**src/rtl/alarm_setter.sv**
```systemverilog
// Alarm-time set/edit FSM with user enable and snooze offset control.
// Drives the target time and enable into the alarm comparator.
module alarm_setter #(
  parameter int unsigned data_width   = 18,
  parameter int unsigned default_hour = 7,
  parameter int unsigned default_min  = 0,
  parameter int unsigned snooze_min   = 5,
  parameter int unsigned max_snooze   = 3
) (
  input  logic                  clock,
  input  logic                  reset,
  input  logic                  key_mode,
  input  logic                  key_inc,
  input  logic                  key_enable,
  input  logic                  key_snooze,
  input  logic                  alarm_ringing,
  output logic [data_width-1:0] alarm_data,
  output logic                  alarm_enable,
  output logic [1:0]            edit_field,
  output logic [1:0]            snooze_count
);

  localparam int unsigned FW = 6;

  localparam logic [1:0] IDLE     = 2'd0;
  localparam logic [1:0] SET_HOUR = 2'd1;
  localparam logic [1:0] SET_MIN  = 2'd2;
  localparam logic [1:0] SET_SEC  = 2'd3;

  logic [1:0]    state, next_state;
  logic [FW-1:0] set_hour, set_min, set_sec;
  logic [FW-1:0] next_set_hour, next_set_min, next_set_sec;
  logic [FW-1:0] off_hour, off_min, next_off_hour, next_off_min;
  logic [1:0]    next_snooze_count;
  logic          enable_bit, next_enable_bit;
  logic          snooze_kill, next_snooze_kill;
  logic          snooze_ok;
  logic [6:0]    snz_min_sum;
  logic [6:0]    sum_min;
  logic [FW-1:0] sum_hour;
  logic [FW-1:0] tgt_hour, tgt_min;

  // Next-state and key handling; keys are prioritised enable > mode > inc > snooze.
  always_comb begin
    next_state        = state;
    next_set_hour     = set_hour;
    next_set_min      = set_min;
    next_set_sec      = set_sec;
    next_off_hour     = off_hour;
    next_off_min      = off_min;
    next_snooze_count = snooze_count;
    next_enable_bit   = enable_bit;
    next_snooze_kill  = 1'b0;

    snooze_ok   = (state == IDLE) && alarm_ringing && enable_bit &&
                  (snooze_count < 2'(max_snooze));
    snz_min_sum = 7'(off_min) + 7'(snooze_min);

    if (key_enable) begin
      next_enable_bit   = ~enable_bit;
      next_off_hour     = '0;
      next_off_min      = '0;
      next_snooze_count = '0;
    end else if (key_mode) begin
      case (state)
        IDLE: begin
          next_state        = SET_HOUR;
          next_off_hour     = '0;
          next_off_min      = '0;
          next_snooze_count = '0;
        end
        SET_HOUR: next_state = SET_MIN;
        SET_MIN:  next_state = SET_SEC;
        default:  next_state = IDLE;
      endcase
    end else if (key_inc) begin
      case (state)
        SET_HOUR: next_set_hour = (set_hour == 6'd23) ? '0 : set_hour + 6'd1;
        SET_MIN:  next_set_min  = (set_min  == 6'd59) ? '0 : set_min  + 6'd1;
        SET_SEC:  next_set_sec  = (set_sec  == 6'd59) ? '0 : set_sec  + 6'd1;
        default:  ;
      endcase
    end else if (key_snooze && snooze_ok) begin
      // Offset is itself a time value that wraps at 24 h.
      if (snz_min_sum >= 7'd60) begin
        next_off_min  = 6'(snz_min_sum - 7'd60);
        next_off_hour = (off_hour == 6'd23) ? '0 : off_hour + 6'd1;
      end else begin
        next_off_min  = 6'(snz_min_sum);
      end
      next_snooze_count = snooze_count + 2'd1;
      next_snooze_kill  = 1'b1;
    end
  end

  // Target time = set register + snooze offset, second field untouched.
  always_comb begin
    sum_min  = 7'(set_min) + 7'(off_min);
    tgt_min  = (sum_min >= 7'd60) ? 6'(sum_min - 7'd60) : 6'(sum_min);
    sum_hour = set_hour + off_hour + ((sum_min >= 7'd60) ? 6'd1 : 6'd0);
    tgt_hour = (sum_hour >= 6'd24) ? sum_hour - 6'd24 : sum_hour;
  end

  always_ff @(posedge clock or negedge reset) begin
    if (!reset) begin
      state        <= IDLE;
      set_hour     <= 6'(default_hour);
      set_min      <= 6'(default_min);
      set_sec      <= '0;
      off_hour     <= '0;
      off_min      <= '0;
      snooze_count <= '0;
      enable_bit   <= 1'b0;
      snooze_kill  <= 1'b0;
      alarm_data   <= data_width'({6'(default_hour), 6'(default_min), 6'd0});
    end else begin
      state        <= next_state;
      set_hour     <= next_set_hour;
      set_min      <= next_set_min;
      set_sec      <= next_set_sec;
      off_hour     <= next_off_hour;
      off_min      <= next_off_min;
      snooze_count <= next_snooze_count;
      enable_bit   <= next_enable_bit;
      snooze_kill  <= next_snooze_kill;
      alarm_data   <= data_width'({tgt_hour, tgt_min, set_sec});
    end
  end

  // Pure decodes of registered state.
  assign edit_field   = state;
  assign alarm_enable = enable_bit && (state == IDLE) && !snooze_kill;

endmodule

```
**config.mk**
```make
export PLATFORM = sky130hd
export DESIGN_NAME = alarm_setter
export DESIGN_NICKNAME = d
export VERILOG_FILES = /design/src/rtl/alarm_setter.sv
export SDC_FILE = /design/constraint.sdc
export NUM_CORES = 1
export LEC_CHECK = 0
export ABC_AREA = 1
export CORE_AREA = 4 4 83 85
export CTS_CLUSTER_DIAMETER = 60
export DETAILED_ROUTE_END_ITERATION = 7
export DIE_AREA = 0 0 87 89
export PLACE_DENSITY = 0.75
export SLEW_MARGIN = 20
export SYNTH_ARGS = -nofsm -noshare
export SYNTH_HDL_FRONTEND = slang
export SYNTH_SLANG_ARGS = --single-unit
```
**constraint.sdc**
```tcl
create_clock -name clock -period 3.56 [get_ports clock]
set_input_delay 0.712 -clock clock [delete_from_list [all_inputs] [get_ports clock]]
set_output_delay 0.712 -clock clock [all_outputs]
set_load 0.005 [all_outputs]
```
==> impl_metrics.env, run 1 <==
export IMPL_finClkSkew_ns=0.00923
export IMPL_antenna_found_initial=0
export IMPL_syn_inst=367
export IMPL_hold_viol_final=0
export IMPL_clk_latency_ns=0.31
export IMPL_yosys_area_top_type="dfrtp_1"
export IMPL_rsz0062_at_grt="yes"
export IMPL_pwr_share_seq_pct=36.5
export IMPL_fin_hold_ws_ns=0.399
export IMPL_grt_start_max_net_pins=50
export IMPL_path_class="reg2reg"
export IMPL_seq_area_frac_synth_pct=43.4
export IMPL_synth_flop_cell="dfrtp_1"
export IMPL_cts_buffers=5
export IMPL_gr_total_overflow=0
export IMPL_clock_sinks=54
export IMPL_synthesis_nets=400
export IMPL_hold_buffers=0
export IMPL_cts_tree="built"
export IMPL_core_area_sq_mm=0.00620
export IMPL_synth_area_leaders="dfrtp_1 38%, nand2_1 9.7%, ha_1 9.2%"
export IMPL_clk_path_buf_depth=2
export IMPL_clk_pin_slew_ns=0.09
export IMPL_drtAntennaViolNets=0
export IMPL_reg2reg_from="off_min[0]"
export IMPL_layout_nets=450
export IMPL_cts_root_buf="clkbuf_8"
export IMPL_syn_avg_cell_area_sq_um=8.53
export IMPL_outcome="finished, final reports clean"
export IMPL_h_tree_depth=2
export IMPL_reg2reg_depth=17
export IMPL_drv_slew=0
export IMPL_power_density_mw_per_mm2=689
export IMPL_p_switching_uw=945
export IMPL_synth_cell_types=39
export IMPL_grt_usage_pct=17.6
export IMPL_rows=29
export IMPL_max_cap_violations=0
export IMPL_first_pass_iters=4
export IMPL_syn_area_sq_mm=0.00313
export IMPL_place_congestion=0.854
export IMPL_drtIter0Drc=93
export IMPL_final_layout_size_suffix_gt1_share_pct=15.1
export IMPL_wire_per_inst_um=12.5
export IMPL_synth_edf_count=0
export IMPL_synthDominantCellAreaShare_pct=38.4
export IMPL_grt_pass1_wl_um=10700
export IMPL_crit_fanout=3
export IMPL_hold_class="in2async"
export IMPL_endpoint="alarm_data[16]"
export IMPL_yosys_warnings=0
export IMPL_drc=0
export IMPL_clkPwrFrac_pct=15.5
export IMPL_start_util_pct=50.5
export IMPL_fin_crit_sh_pct=97.1
export IMPL_period_needed_ns=3.46
export IMPL_setup_viol=0
export IMPL_io_pins=30
export IMPL_swShare_pct=36.4
export IMPL_design_area_sq_mm=0.00376
export IMPL_vias=2523
export IMPL_die_area_sq_mm=0.00774
export IMPL_antenna_cells=0
export IMPL_max_freq_mhz=289
export IMPL_relSlewSlack_pct=58.0
export IMPL_wl_um=6200
export IMPL_die_h_um=89
export IMPL_async_reset_ff_share_pct=100
export IMPL_p_leak_uw=0.00189
export IMPL_end_kind="flop"
export IMPL_rrSetupSlack_ns=0.10
export IMPL_viasPerCell=5.10
export IMPL_place_hpwl_um=4620
export IMPL_vdd_drop_max_mv=0.444
export IMPL_grt_pass1_vias=2489
export IMPL_die_width_um=87
export IMPL_ys_seq_elements=54
export IMPL_worst_endpoint_required_ns=3.75
export IMPL_reg2reg_to="alarm_data[16]"
export IMPL_combPwrFrac_pct=48.0
export IMPL_port_buffers=29
export IMPL_p_int_uw=1650
export IMPL_area_delta_synth_final_pct=20.2
export IMPL_critPathLaunch="off_min[0]"
export IMPL_tightest_slew_ns=0.630
export IMPL_place_area_sq_mm=0.00358
export IMPL_startpoint_type="flop"
export IMPL_worstPathArrival_ns=3.65
cells by family after synthesis:
kind of cell | after synthesis | synth area share (%)
compound gates | 42 | 7.59
xor+xnor | 17 | 5.47
fa+ha+maj | 26 | 11.1
buf+inv | 56 | 6.87
flops | 54 | 43.4
simple gates | 172 | 25.6
stage by stage:
step                      std cells  setup WS, ns  total power [uW]  utilization [%]  TNS (ns)
after floorplan                 367        0.0248              1640                -         0
after global placement          481        0.0466              2040             57.6         0
after detailed placement        481       -0.0837              2080             57.6    -0.149
after CTS                       490        0.0466              2520             59.6         0
after global routing            495       -0.0464              2820             60.7   -0.0784
final                           495         0.104              2600             60.7         0
layout make-up:
| cell class | instances | area (sq um) |
|---|---|---|
| Tap cell | 77 | 96.3 |
| Timing Repair Buffer | 45 | 408 |
| Clock inverter | 1 | 30.0 |
| Fill cell | 528 | 2440 |
| Multi-Input combinational cell | 257 | 1590 |
| Sequential cell | 54 | 1360 |
| Inverter | 54 | 203 |
| Clock buffer | 7 | 76.3 |
synth_stat cells (3+ instances only):
master / number
nand4_1: 11
inv_2: 4
a21oi_1: 16
xnor2_1: 5
o21ai_1: 3
nand3_1: 26
nand2_2: 6
ha_1: 23
nor2_1: 27
o21ai_0: 13
dfrtp_1: 48
dfstp_2: 6
nand2_1: 81
fa_1: 3
nor3_1: 7
xor2_1: 9
inv_1: 49
nand3b_1: 3
nor2_4: 3
worst min path at each step:
| stage | to | slack (ns) | cells past startpoint |
|---|---|---|---|
| detailed placement | alarm_data[3] | 0.40 | 0 |
| finish | alarm_data[15] | 0.40 | 1 |
| floorplan | alarm_data[2] | 0.37 | 0 |
| global placement | alarm_data[3] | 0.39 | 0 |
| global route | alarm_data[4] | 0.43 | 0 |
| CTS | alarm_data[3] | 0.42 | 0 |
registers in the layout, summed over array words and instances, names as in the netlist:
signal        count
off_hour          6
off_min           6
enable_bit        1
snooze_count      2
set_min           6
set_hour          6
snooze_kill       1
alarm_data       18
edit_field        2
set_sec           6
placed cells by master, fill, tap and decap left out, types with 5 or more instances in the layout:
| master | synthesis | layout |
|---|---|---|
| xnor2_1 | 5 | 5 |
| o21ai_0 | 13 | 13 |
| a21oi_1 | 16 | 16 |
| inv_2 | 4 | 6 |
| ha_1 | 23 | 19 |
| dfrtp_1 | 48 | 48 |
| nand2_1 | 81 | 80 |
| inv_1 | 49 | 47 |
| nand2_2 | 6 | 7 |
| clkdlybuf4s50_1 | 0 | 28 |
| nor3_1 | 7 | 7 |
| nand3_1 | 26 | 25 |
| buf_4 | 1 | 17 |
| nand4_1 | 11 | 11 |
| dfstp_2 | 6 | 6 |
| xor2_1 | 9 | 9 |
| clkbuf_8 | 0 | 5 |
| nor2_1 | 27 | 27 |
power by group through the flow:
stage | Clock, uW | Combinational (uW) | Sequential, uW
floorplan | 0 | 695 | 943
global placement | 0 | 1090 | 951
detailed placement | 0 | 1120 | 957
CTS | 412 | 1160 | 946
global route | 440 | 1410 | 968
finish | 402 | 1250 | 948
metal layers:
metal | vias to the layer above | global-route usage (%) | wire length [um]
met2 | 37 | 31.9 | 3170
met5 | - | 0 | 0
li1 | 1288 | - | -
met4 | 0 | 6.80 | 114
met3 | 10 | 3.69 | 204
met1 | 1188 | 20.5 | 2710
repair_timing:
item / 4_1_cts / 5_1_grt
pin swaps: 1 / 15
gates cloned: 0 / 0
buffers inserted: 1 / 5
gates resized for setup: 3 / 8
endpoints found under the setup margin: 2 / 2
worst max-delay path, stage by stage (launching register included):
cell     delay (ns)
dfrtp_1        0.36
ha_2           0.19
inv_2          0.04
fa_2           0.38
xnor2_2        0.20
ha_2           0.23
nand2_2        0.06
a21oi_2        0.14
nand2_2        0.08
nand2_2        0.07
inv_2          0.04
fa_2           0.39
fa_2           0.38
o21ai_2        0.17
xor2_2         0.19
ha_2           0.30
nand2_1        0.06
o21ai_1        0.07
Note: power is estimated with default switching activity, not from simulation.
==> inputs of run 2 (changes only) <==
MAX_ROUTING_LAYER = met4   (was not set)
PLACE_DENSITY = not set   (was 0.75)
PLACE_DENSITY_LB_ADDON = 0.15   (was not set)
==> run 2 against run 1 <==
Against the previous run: register-to-register slack improved by 0.09 ns; routed wire length fell by 3.0%; cell area decreased by 0.30%; largest power group unchanged.
==> impl_metrics.env, run 2 (synthesized netlist as in run 1, its figures left out) <==
export IMPL_reg2reg_depth=17
export IMPL_vias=2506
export IMPL_place_hpwl_um=4610
export IMPL_cts_root_buf="clkbuf_8"
export IMPL_clk_latency_ns=0.31
export IMPL_drtAntennaViolNets=0
export IMPL_hold_viol_final=0
export IMPL_tightest_slew_ns=0.529
export IMPL_wl_um=6010
export IMPL_worstPathArrival_ns=3.60
export IMPL_die_area_sq_mm=0.00774
export IMPL_post_place_ws_ns=-0.0160
export IMPL_reg2reg_to="alarm_data[17]"
export IMPL_gr_total_overflow=0
export IMPL_cts_tree="built"
export IMPL_max_freq_mhz=297
export IMPL_fin_ws_ns=0.197
export IMPL_final_layout_size_suffix_gt1_share_pct=14.4
export IMPL_largest_register="alarm_data"
export IMPL_power_density_mw_per_mm2=674
export IMPL_startpoint_type="flop"
export IMPL_drc=0
export IMPL_antenna_found_initial=0
export IMPL_layout_common_cells="81 x nand2_1, 49 x inv_1, 48 x dfrtp_1"
export IMPL_h_tree_depth=2
export IMPL_max_cap_violations=0
export IMPL_finClkSkew_ns=0.0101
export IMPL_fin_crit_sh_pct=94.5
export IMPL_io_pins=30
export IMPL_drv_slew=0
export IMPL_clk_path_buf_depth=2
export IMPL_end_kind="flop"
export IMPL_die_width_um=87
export IMPL_grt_pass1_wl_um=10400
export IMPL_hold_buffers=0
export IMPL_path_class="reg2reg"
export IMPL_core_area_sq_mm=0.00620
export IMPL_rows=29
export IMPL_cts_buffers=5
export IMPL_p_leak_uw=0.00189
export IMPL_die_h_um=89
export IMPL_fin_hold_ws_ns=0.363
export IMPL_reg2reg_from="set_min[0]"
export IMPL_layout_nets=450
export IMPL_viasPerCell=5.06
export IMPL_grt_pass1_vias=2377
export IMPL_period_needed_ns=3.36
export IMPL_area_delta_synth_final_pct=19.9
export IMPL_port_buffers=29
export IMPL_worst_endpoint_required_ns=3.80
export IMPL_clk_pin_slew_ns=0.11
export IMPL_vdd_drop_max_mv=0.309
export IMPL_first_pass_iters=4
export IMPL_outcome="finished, final reports clean"
export IMPL_crit_fanout=3
export IMPL_clock_sinks=54
export IMPL_grt_start_max_net_pins=32
export IMPL_hold_class="in2async"
export IMPL_largest_reg_flops=18
export IMPL_rrSetupSlack_ns=0.20
export IMPL_place_congestion=0.843
export IMPL_antenna_cells=0
export IMPL_relSlewSlack_pct=64.7
export IMPL_setup_viol=0
export IMPL_grt_usage_pct=17.4
export IMPL_start_util_pct=50.5
export IMPL_drtIter0Drc=60
export IMPL_final_common_cell="nand2_1"
export IMPL_rsz0062_at_grt="yes"
export IMPL_wire_per_inst_um=12.1
[run 2: changes by cell type in the layout (fill, tap and decap cells not counted), sizes merged]
| cell | delta |
|---|---|
| bufinv | -1 |
| clkbuf | -2 |
| clkinv | +1 |
| inv | +2 |
[run 2: worst max-delay path by stage]
stage	slack, ns	startpoint	to
6_report	0.20	set_min[0]	alarm_data[17]
5_1_grt	-0.03	set_min[0]	alarm_data[17]
4_1_cts	0.01	set_min[0]	alarm_data[17]
3_5_place_dp	-0.02	set_min[0]	alarm_data[17]
3_3_place_gp	0.06	set_min[0]	alarm_data[17]
2_1_floorplan	0.02	off_min[0]	alarm_data[17]
[run 2: through the flow]
step / setup TNS (ns) / util (%) / power, uW / instance area (sq um) / cells
4_1_cts: 0 / 59.6 / 2490 / 3700 / 492
3_5_place_dp: -0.0160 / 57.8 / 2080 / 3580 / 482
5_1_grt: -0.0382 / 60.5 / 2760 / 3750 / 495
6_report: 0 / 60.5 / 2530 / 3750 / 495
2_1_floorplan: 0 / - / 1640 / 3130 / 367
3_3_place_gp: 0 / 57.8 / 2050 / 3580 / 482
[run 2: per-layer routing]
| metal | vias to the layer above | global-route usage, % | wire (um) |
|---|---|---|---|
| li1 | 1288 | - | - |
| met1 | 1179 | 20.8 | 2770 |
| met2 | 31 | 30.0 | 3000 |
| met3 | 8 | 3.41 | 157 |
| met4 | 0 | 4.82 | 89 |
| met5 | - | - | 0 |
[run 2: timing repair]
action | CTS | global route
setup buffers | 2 | 3
endpoints found under the setup margin | 1 | 3
gates resized for setup | 0 | 7
pin swaps | 1 | 6
hold endpoints to repair | 0 | 0
[run 2: worst max-delay path, stage by stage (launching register included)]
cell and delay [ns]:
dfrtp_1 0.36, ha_1 0.16, inv_1 0.05, fa_2 0.36, xnor2_2 0.19, buf_4 0.15
nand3_2 0.10, a21oi_2 0.16, nand2_2 0.07, nand2_2 0.07, inv_1 0.06, fa_2 0.36
fa_2 0.40, o21ai_4 0.15, xor2_2 0.10, ha_1 0.22, or2_0 0.22, a21oi_1 0.12
[run 2: area by class of cell]
class	count	area (sq um)
clock buffer	5	68.8
fill	546	2450
timing repair buffer	45	405
multi-input combinational	257	1590
sequential	54	1360
inverter	54	203
tap	77	96.3
clock inverter	3	28.8
[run 2: power by group]
| group | internal, uW | switching (uW) |
|---|---|---|
| combinational | 614 | 606 |
| clock | 148 | 219 |
| sequential | 818 | 127 |
| total | 1580 | 952 |
